**config.mk**
```make
export PLATFORM = sky130hd
export DESIGN_NAME = uart_receive_flat
export DESIGN_NICKNAME = d
export VERILOG_FILES = /design/src/rtl/uart_pkg.sv /design/src/rtl/uart_receive_if.sv /design/src/rtl/uart_rx_sync.sv /design/src/rtl/uart_receive.sv /design/src/flat_wrapper.sv
export SDC_FILE = /design/constraint.sdc
export NUM_CORES = 1
export LEC_CHECK = 0
export CORE_UTILIZATION = 30
export CTS_BUF_LIST = sky130_fd_sc_hd__clkbuf_16
export CTS_CLUSTER_SIZE = 24
export DETAILED_ROUTE_END_ITERATION = 10
export DONT_BUFFER_PORTS = 1
export SYNTH_ARGS = -nofsm -noshare
export SYNTH_HDL_FRONTEND = slang
export SYNTH_SLANG_ARGS = --single-unit
```
**constraint.sdc**
```tcl
create_clock -name clk -period 6.1 [get_ports clk]
set_clock_uncertainty 0.2 [all_clocks]
set_input_delay 1.22 -clock clk [delete_from_list [all_inputs] [get_ports clk]]
set_output_delay 1.22 -clock clk [all_outputs]
set_load 0.005 [all_outputs]
```
**src/rtl/uart_pkg.sv**
```systemverilog
// uart_pkg: state encodings and default rates shared by the
// UART receiver and transmitter.
package uart_pkg;

  typedef enum logic [1:0] {
    IDLE  = 2'b00,
    START = 2'b01,
    DATA  = 2'b10,
    STOP  = 2'b11
  } uart_state_t;

  typedef logic [7:0] uart_byte_t;

  localparam int CLK_HZ_DEF  = 100_000_000;
  localparam int BAUD_RT_DEF = 115200;

endpackage

```
**src/rtl/uart_receive_if.sv**
```systemverilog
// uart_receive_if: serial line in, received byte and status out.
// master = receiver side, slave = line driver / byte consumer.
interface uart_receive_if;
  import uart_pkg::*;

  logic       rx_serial;
  uart_byte_t rx_data;
  logic       rx_valid;
  logic       rx_busy;
  logic       rx_frame_err;

  modport master (
    input  rx_serial,
    output rx_data,
    output rx_valid,
    output rx_busy,
    output rx_frame_err
  );

  modport slave (
    output rx_serial,
    input  rx_data,
    input  rx_valid,
    input  rx_busy,
    input  rx_frame_err
  );

endinterface

```
**src/rtl/uart_rx_sync.sv**
```systemverilog
// uart_rx_sync: 2-flop synchroniser for the async line plus a
// falling-edge detector; all flops reset to the idle level 1.
module uart_rx_sync (
  input  logic clk,
  input  logic reset,
  input  logic rx_serial,
  output logic rx_sync,
  output logic rx_fall
);

  logic meta_q;
  logic sync_q;
  logic prev_q;

  // two synchroniser stages then one history flop for edges
  always_ff @(posedge clk) begin
    if (reset) begin
      meta_q <= 1'b1;
      sync_q <= 1'b1;
      prev_q <= 1'b1;
    end else begin
      meta_q <= rx_serial;
      sync_q <= meta_q;
      prev_q <= sync_q;
    end
  end

  assign rx_sync = sync_q;
  assign rx_fall = prev_q & ~sync_q;

endmodule

```
**src/rtl/uart_receive.sv**
```systemverilog
// uart_receive: 8N1 UART receiver with mid-bit sampling.
// Stop-bit checking enabled by macro UART_RX_FRAME_ERR_EN.
module uart_receive
  import uart_pkg::*;
#(
  parameter int CLK_HZ    = CLK_HZ_DEF,
  parameter int BAUD_RT   = BAUD_RT_DEF,
  parameter int DATA_BITS = 8
) (
  input  logic           clk,
  input  logic           reset,
  uart_receive_if.master bus
);

  localparam int CPB  = CLK_HZ / BAUD_RT;
  localparam int HALF = CPB / 2;
  localparam int CW   = $clog2(CPB);

  localparam logic [CW-1:0] CNT_LAST = CW'(CPB - 1);
  localparam logic [CW-1:0] CNT_HALF = CW'(HALF - 1);
  localparam logic [CW-1:0] CNT_ONE  = CW'(1);
  localparam logic [2:0]    BIT_LAST = 3'(DATA_BITS - 1);

  logic rx_sync;
  logic rx_fall;

  uart_state_t   state_q, state_d;
  logic [CW-1:0] cnt_q, cnt_d;
  logic [2:0]    bit_q, bit_d;
  uart_byte_t    shift_q, shift_d;
  uart_byte_t    data_q, data_d;
  logic          valid_q, valid_d;
  logic          ferr_q, ferr_d;

  uart_rx_sync u_sync (
    .clk      (clk),
    .reset    (reset),
    .rx_serial(bus.rx_serial),
    .rx_sync  (rx_sync),
    .rx_fall  (rx_fall)
  );

  // state, counters, shifter and registered output pulses
  always_ff @(posedge clk) begin
    if (reset) begin
      state_q <= IDLE;
      cnt_q   <= '0;
      bit_q   <= '0;
      shift_q <= '0;
      data_q  <= '0;
      valid_q <= 1'b0;
      ferr_q  <= 1'b0;
    end else begin
      state_q <= state_d;
      cnt_q   <= cnt_d;
      bit_q   <= bit_d;
      shift_q <= shift_d;
      data_q  <= data_d;
      valid_q <= valid_d;
      ferr_q  <= ferr_d;
    end
  end

  // next state: find start, sample mid-bit, check stop
  always_comb begin
    state_d = state_q;
    cnt_d   = cnt_q;
    bit_d   = bit_q;
    shift_d = shift_q;
    data_d  = data_q;
    valid_d = 1'b0;
    ferr_d  = 1'b0;
    unique case (state_q)
      IDLE: begin
        cnt_d = '0;
        bit_d = '0;
        if (rx_fall) state_d = START;
      end
      START: begin
        if (cnt_q == CNT_HALF) begin
          cnt_d   = '0;
          state_d = rx_sync ? IDLE : DATA;
        end else begin
          cnt_d = cnt_q + CNT_ONE;
        end
      end
      DATA: begin
        if (cnt_q == CNT_LAST) begin
          cnt_d   = '0;
          shift_d = {rx_sync, shift_q[7:1]};
          bit_d   = bit_q + 3'd1;
          if (bit_q == BIT_LAST) state_d = STOP;
        end else begin
          cnt_d = cnt_q + CNT_ONE;
        end
      end
      STOP: begin
        if (cnt_q == CNT_LAST) begin
          cnt_d   = '0;
          state_d = IDLE;
`ifdef UART_RX_FRAME_ERR_EN
          if (rx_sync) begin
            data_d  = shift_q;
            valid_d = 1'b1;
          end else begin
            ferr_d = 1'b1;
          end
`else
          data_d  = shift_q;
          valid_d = 1'b1;
`endif
        end else begin
          cnt_d = cnt_q + CNT_ONE;
        end
      end
      default: state_d = IDLE;
    endcase
  end

  assign bus.rx_data      = data_q;
  assign bus.rx_valid     = valid_q;
  assign bus.rx_busy      = (state_q != IDLE);
  assign bus.rx_frame_err = ferr_q;

endmodule

```
**src/flat_wrapper.sv**
```systemverilog
// flat-port wrapper written by rule: the top's interface ports become plain ports
module uart_receive_flat import uart_pkg::*;
#(
  parameter int CLK_HZ    = CLK_HZ_DEF,
  parameter int BAUD_RT   = BAUD_RT_DEF,
  parameter int DATA_BITS = 8
)
  (clk, reset, bus_rx_serial, bus_rx_data, bus_rx_valid, bus_rx_busy, bus_rx_frame_err);
  uart_receive_if bus_i ();
  input  logic clk;
  input  logic reset;
  input wire logic [$bits(bus_i.rx_serial)-1:0] bus_rx_serial;
  output wire logic [$bits(bus_i.rx_data)-1:0] bus_rx_data;
  output wire logic [$bits(bus_i.rx_valid)-1:0] bus_rx_valid;
  output wire logic [$bits(bus_i.rx_busy)-1:0] bus_rx_busy;
  output wire logic [$bits(bus_i.rx_frame_err)-1:0] bus_rx_frame_err;
  assign bus_i.rx_serial = bus_rx_serial;
  assign bus_rx_data = bus_i.rx_data;
  assign bus_rx_valid = bus_i.rx_valid;
  assign bus_rx_busy = bus_i.rx_busy;
  assign bus_rx_frame_err = bus_i.rx_frame_err;
  uart_receive #(.CLK_HZ(CLK_HZ), .BAUD_RT(BAUD_RT), .DATA_BITS(DATA_BITS)) u_core (.clk(clk), .reset(reset), .bus(bus_i));
endmodule
```
== Yosys cells after proc, flatten, opt, wreduce, memory -nomap -nowiden ==
Index checks and enable logic that the tools add are counted.
Cells by class
  add/sub/neg operators: 2
  eq/ne operators: 11
  mux-type cells: 13
  bitwise logic cells: 3
  reductions and logical operators: 9
Operator list (number)
  one-hot mux 10 bit (3 select lines): 1
  2-to-1 mux 10 bit: 2
  2-to-1 mux 2 bit: 6
  adder 10 x 1 -> 10 bit (second input constant): 1
  equality test 10 bit (second input constant): 1
  equality test 10 x 9 -> 1 bit (second input constant): 1
  inequality test 2 x 1 -> 1 bit (second input constant): 5
  one-hot mux 2 bit (4 select lines): 1
  one-hot mux 3 bit (2 select lines): 1
  AND reduction 2 bit: 3
  AND reduction 5 bit: 1
  equality test 2 bit (second input constant): 2
  nonzero test 2 bit: 2
  OR reduction 2 bit: 2
  adder 3 x 1 -> 3 bit (second input constant): 1
  equality test 3 bit (second input constant): 1
  2-to-1 mux 3 bit: 1
  equality test 2 x 1 -> 1 bit (second input constant): 1
  logical NOT 2 bit: 1
  NOT 1 bit: 2
  bitwise AND 1 bit: 1
  2-to-1 mux 1 bit: 1
Word-level totals
  flip-flop bits (word level): 35
  input bits: 3
  output and inout port bits: 11
  logic and storage cells: 47

== Longest topological paths before layout ==
Gate-level depths: netlist (run 1).
  depth in word-level cells: 4
  mapped depth: 5
  gate-level depth less buffers: 5

== By module ==
A second synthesis (run 1) with hierarchy kept.
Unflattened totals
  cell total of the unflattened synthesis: 152
  area, all modules: 1460.2 sq um
By module, submodules not included
  uart_receive: instances 1, cells each 145, area each 1375.1 sq um, sequential area each 640.6 sq um
  uart_rx_sync: instances 1, cells each 7, area each 85.1 sq um, sequential area each 60.1 sq um

== Worst setup path after synthesis (run 1) ==
No wires, ideal clock.
  path type: reg2out
  start: reg u_core.state_q[0]
  end: out bus_rx_busy
  arrival time: 0.787 ns
  required time: 4.680 ns
  path slack: 3.893 ns
  stages on the path, launching flop included: 3
  path buffers: 1
  cells stage by stage: dfxtp_1 > clkbuf_1 > or2_2
Between the ends
  word-level cells in the longest chain between the ends: 1
Ends and longest elaborated chain
  from (decl): RTL line uart_receive.sv:27  | uart_state_t state_q, state_d;
  from (signal assigned): RTL line uart_receive.sv:54  | state_q <= state_d;
  nonzero test 2 bit: RTL line uart_receive.sv:122  | assign bus.rx_busy = (state_q != IDLE);
  to (decl): RTL line flat_wrapper.sv:15  | output wire logic [$bits(bus_i.rx_busy)-1:0] bus_rx_busy;
No other way between the ends.

==> flow_summary.yaml, run 1 <==
run_status:
  status: "finished, final reports clean"
synth:
  synth_area_mm2: 0.00164
  synth_edf_count: 0
  synthTopCellsByCount: "dfxtp_1 (35), nand2b_1 (18), mux2i_1 (16), nand4_1 (8), clkbuf_1 (6)"
  synthTopCellsByArea: "dfxtp_1 (43%), mux2i_1 (9.8%), nand2b_1 (6.9%)"
  synthArstFlopShare: 0
  synth_most_common_cell: "dfxtp_1"
  yosysSeqAreaShare: 0.428
  synth.net_count: 173
  synth_area_leader_cell: "dfxtp_1"
  synth_top_cell_area_share: 0.428
  synth-seq-cells: 35
  avgSynthCellArea_um2: 9.85
  ys_warn_count: 0
  ys.flop_type: "dfxtp_1"
  synthCells: 166
  ys_types: 44
detailed_routing:
  viasPerCell: 5.07
  via_count: 1186
  dr.pass1.iters: 5
  dr.first_iter.drc_count: 69
  drcViolationCount: 0
  drtAntennaViolNets: 0
  drt-total-wl_um: 2910
  wl_per_cell_um: 12.4
sta:
  slew_violations: 0
  fmax_ghz: 0.402
  fin_crit_ns: 2.49
  slew_headroom: 0.508
  min_period_over_period: 0.408
  worst_pin_slew_ns: 0.734
  fin_setup_tns_ns: 0
  setup_viol: 0
  hold_viol: 0
  rsz0062_at_grt: "false"
global_route:
  busiest_layer: "met2"
  grt_overflow: 0
  grt_pass1_vias: 983
  grt_use_met2: 0.158
  use_met3: 0.0556
  track_usage: 0.109
  grt_use_met1: 0.140
  grt_max_degree: 32
  grt_pass1_wl_um: 4530
  grt_antenna_before_repair: 0
cells_and_area:
  final_nets: 170
  final_util: 0.355
  stdcell_count: 234
  area_growth_pct: 12.2
  n_antenna_cell: 0
  drive_gt1_frac: 0.104
  num-fill-cells: 512
worst_setup_path:
  start_kind: "register"
  critical_path.cell_chain: "or2_2"
  cp_max_fo: 13
  slowest_stage: "dfxtp_1"
  critPathMaxStageDelay_ns: 0.42
  critPathKind: "register to primary output"
  crit_buf_inv: 0
  path_delay_family: "flip-flops"
  worst_ep_required_time_ns: 4.68
  endpoint_kind: "primary output"
  cp.arrival_ns: 1.07
cts:
  clk_pin_slew_worst_paths_ns: 0.06
  clock_sinks: 35
  postCtsSetupRepairBufs: 0
  cts_hold_buf: 0
  clkLatencyLatePin_ns: 0.28
  cts_tree: "done"
  clockBufferDepth: 2
  cts.htree.levels: 2
  cts_root_buf: "clkbuf_16"
  post_cts_resized: 0
  cts_buffers: 5
placed_design:
  dp_hpwl_um: 1930
  gp_congestion: 0.695
  io_buffers: 0
  dp.cells: 226
die:
  num_rows: 26
  ios: 14
  die_height_um: 75.8
  core_mm2: 0.00517
  dieArea_mm2: 0.00575
  start_util: 0.316
  die_w_um: 75.8
power:
  peakVddDrop_v: 0.000107
  power-per-cell-area_mw_per_mm2: 287
  p_leak_nw: 0.663
  finalPower_w: 0.000526
worst_hold_path:
  worstHoldPathType: "register to register"
job:
  cap_violations: 0
[path summary, 6_finish.rpt]
check                                  start                               end  slack [ns]  depth (start not counted)
max                                 register                       bus_rx_busy        3.61                          1
min          u_core.u_sync.meta_q$_SDFF_PP1_  u_core.u_sync.rx_sync$_SDFF_PP1_        0.23                          1
max reg2reg       u_core.cnt_q[0]$_SDFF_PP0_        u_core.cnt_q[6]$_SDFF_PP0_        3.84                          4
min reg2reg  u_core.u_sync.meta_q$_SDFF_PP1_  u_core.u_sync.rx_sync$_SDFF_PP1_        0.23                          1
[stage by stage]
stage / setup slack [ns] / hold WS (ns) / instance area (um2)
floorplan: 3.89 / 0.189 / 1640
global placement: 3.86 / 0.206 / 1670
detailed placement: 3.84 / 0.224 / 1670
CTS: 3.60 / 0.240 / 1840
global route: 3.56 / 0.242 / 1840
finish: 3.61 / 0.231 / 1840
[metal layers]
layer  up-vias  wire (um)
li1        599          -
met1       557       1440
met2        26       1250
met3         4        182
met4         0         33
met5         -          0
[registers in the layout, summed over array words and instances, names as in the netlist, named ones only]
register / flops
u_core.bus.rx_valid: 1
u_core.shift_q: 8
u_core.u_sync.prev_q: 1
u_core.cnt_q: 10
u_core.bus.rx_data: 8
u_core.u_sync.rx_sync: 1
u_core.u_sync.meta_q: 1
u_core.bit_q: 3
u_core.state_q: 1
[logic make-up (layout without fill, tap and decap cells)]
family,after synthesis,in the layout,synth area share
other,1,1,0.00229
XOR/XNOR,3,3,0.0161
buffers and inverters,15,13,0.0459
multiplexers,16,16,0.0979
AO/OA/AOI/OAI,26,26,0.115
flip-flops,35,35,0.428
AND/OR/NAND/NOR,66,66,0.264
adder cells (fa/ha/maj),4,4,0.0306
[area by class of cell]
class / instances / area, um2 / area share
multi-input combinational: 116 / 860 / 0.468
tap: 70 / 87.6 / 0.0477
clock buffer: 5 / 125 / 0.0682
inverter: 5 / 18.8 / 0.0102
sequential: 35 / 701 / 0.382
clock inverter: 3 / 43.8 / 0.0239
[cell usage in the layout (no fill, tap or decap), types with 5 or more instances in the layout]
master     count
nand2_1        5
mux2i_1       16
nand2b_1      18
dfxtp_1       35
a22oi_1        5
a21oi_1        5
clkbuf_16      5
inv_1          5
nor2b_1        5
nand4_1        8
[power by group]
part	leakage (nW)	switching (W)	internal, W
clock	0.0838	0.0000963	0.000192
combinational	0.297	0.00000201	0.00000368
sequential	0.283	0.00000171	0.000230
No activity file was read; power rests on OpenSTA's default activity.
==> inputs of run 2 (changes only) <==
clock period = 2.49 ns   (was 6.1 ns; I/O delays follow)
==> run 2 against run 1 <==
  * Sequential power increased by 140%
  * Flip-flop and latch count unchanged
  * Power increased to 2.6 times the previous value
  * First-iteration DRC count increased by 1.4%
  * Critical path depth increased by 2
  * Clock power increased to 2.7 times the previous value
  * Utilization increased by 1.1 points
  * Setup slack got worse by 3.2 ns
==> flow_summary.yaml, run 2 (synthesis results as in run 1) <==
die:
  die_height_um: 75.8
  core_mm2: 0.00517
  start_util: 0.316
  ios: 14
  dieArea_mm2: 0.00575
  die_w_um: 75.8
  num_rows: 26
worst_setup_path:
  r2r-start: "u_core.cnt_q[2]$_SDFF_PP0_"
  r2r-end: "u_core.bus.rx_data[4]$_SDFFE_PP0P_"
  start_kind: "register"
  endpoint_kind: "register"
  rrSetupSlack_ns: 0.46
  cp.arrival_ns: 2.00
  worst_ep_required_time_ns: 2.46
  r2r_cells: 3
  cp_max_fo: 8
  critPathKind: "register to register"
power:
  sw_frac_of_total: 0.169
  p_clk_frac: 0.576
  power-per-cell-area_mw_per_mm2: 727
  seqPwrFrac: 0.413
  p_switching_w: 0.000233
  pwr-share-comb: 0.011
  p_leak_nw: 0.700
  finalPower_w: 0.00138
  peakVddDrop_v: 0.000239
  p_int_w: 0.00114
cells_and_area:
  largest_reg_flops: 10
  final_cell_mix: "dfxtp_1 (35), nand2b_1 (18), mux2i_1 (16), nand4_1 (8), inv_1 (6)"
  top_register: "u_core.cnt_q"
  drive_gt1_frac: 0.124
  multi_input_area_um2: 860
  area_growth_pct: 15.8
  num-fill-cells: 527
  final_util: 0.366
  seq_area_um2: 701
  final_common_cell: "dfxtp_1"
  final_nets: 175
  n_antenna_cell: 0
global_route:
  grt_pass1_vias: 1052
  grt_max_degree: 32
  grt_antenna_before_repair: 0
  grt_overflow: 0
  grt_pass1_wl_um: 4860
  track_usage: 0.117
cts:
  cts_root_buf: "clkbuf_16"
  clockBufferDepth: 2
  post_cts_resized: 0
  cts_hold_buf: 0
  postCtsSetupRepairBufs: 0
  clk_pin_slew_worst_paths_ns: 0.05
  cts_buffers: 5
  clkLatencyLatePin_ns: 0.28
  cts_tree: "done"
  cts.htree.levels: 2
  clock_sinks: 35
detailed_routing:
  dr.pass1.iters: 4
  drt-total-wl_um: 2960
  viasPerCell: 4.93
  dr.first_iter.drc_count: 70
  via_count: 1178
  drcViolationCount: 0
  wl_per_cell_um: 12.4
  drtAntennaViolNets: 0
sta:
  layout_setup_ws_ns: 0.458
  slew_headroom: 0.651
  rsz0062_at_grt: "false"
  fmax_ghz: 0.492
  hold_viol: 0
  fin_setup_tns_ns: 0
  worst_pin_slew_ns: 0.519
  slew_violations: 0
  setup_viol: 0
  min_period_over_period: 0.816
  fin_crit_ns: 2.03
placed_design:
  io_buffers: 0
  gp_congestion: 0.731
  dp_hpwl_um: 2010
  dp_worst_setup_slack_ns: 0.448
worst_hold_path:
  worstHoldPathType: "input port to register"
  min_from: "reset"
  min_to: "u_core.bit_q[0]$_SDFFE_PP0P_"
  hold_depth: 1
job:
  cap_violations: 0
run_status:
  status: "finished, final reports clean"
==> run 2: cell types whose count changed in the layout (fill, tap and decap cells not counted), sizes merged <==
| cell | before | now |
|---|---|---|
| bufinv | 1 | 2 |
| clkinv | 2 | 0 |
| inv | 5 | 6 |
| buf | 0 | 5 |
==> run 2: final cells by class <==
class	count	area share
Multi-Input combinational cell	116	0.454
Sequential cell	35	0.370
Clock buffer	5	0.0661
Tap cell	70	0.0463
Clock inverter	3	0.0337
Timing Repair Buffer	5	0.0198
Inverter	5	0.00991
==> run 2: per-layer routing <==
metal / vias up / track usage / wire (um)
met5: - / 0 / 0
met4: 0 / 0.0556 / 42
met3: 5 / 0.0476 / 146
met2: 22 / 0.171 / 1320
met1: 541 / 0.149 / 1460
li1: 610 / - / -
==> run 2: power groups by stage <==
stage                     clock [W]  combinational [W]  sequential (W)
after floorplan                   0          0.0000194        0.000577
after global placement            0          0.0000147        0.000580
after detailed placement          0          0.0000148        0.000580
after CTS                  0.000811          0.0000148        0.000568
after global routing       0.000829          0.0000167        0.000568
final                      0.000793          0.0000148        0.000568
==> run 2: metrics by stage <==
| stage | instance area (um2) | std cells | hold WS [ns] |
|---|---|---|---|
| after detailed placement | 1700 | 231 | 0.210 |
| after floorplan | 1640 | 166 | 0.189 |
| after CTS | 1890 | 239 | 0.0806 |
| after global placement | 1700 | 231 | 0.203 |
| after global routing | 1890 | 239 | 0.0965 |
| final | 1890 | 239 | 0.0872 |
==> run 2: worst max path at each step <==
stage	to	cells past startpoint	slack, ns	startpoint
after detailed placement	u_core.bus.rx_data[4]$_SDFFE_PP0P_	3	0.45	u_core.cnt_q[2]$_SDFF_PP0_
after floorplan	u_core.cnt_q[5]$_SDFF_PP0_	4	0.50	u_core.cnt_q[0]$_SDFF_PP0_
final	u_core.bus.rx_data[4]$_SDFFE_PP0P_	3	0.46	u_core.cnt_q[2]$_SDFF_PP0_
after global placement	u_core.bus.rx_data[0]$_SDFFE_PP0P_	3	0.48	u_core.cnt_q[2]$_SDFF_PP0_
after global routing	u_core.bus.rx_data[4]$_SDFFE_PP0P_	4	0.37	u_core.cnt_q[0]$_SDFF_PP0_
after CTS	u_core.bus.rx_data[4]$_SDFFE_PP0P_	3	0.44	u_core.cnt_q[2]$_SDFF_PP0_
==> run 2: critical path, stage by stage, from the launching register on <==
cell and delay (ns):
dfxtp_1 0.36, or3b_1 0.54, or4_4 0.67, mux2i_1 0.15
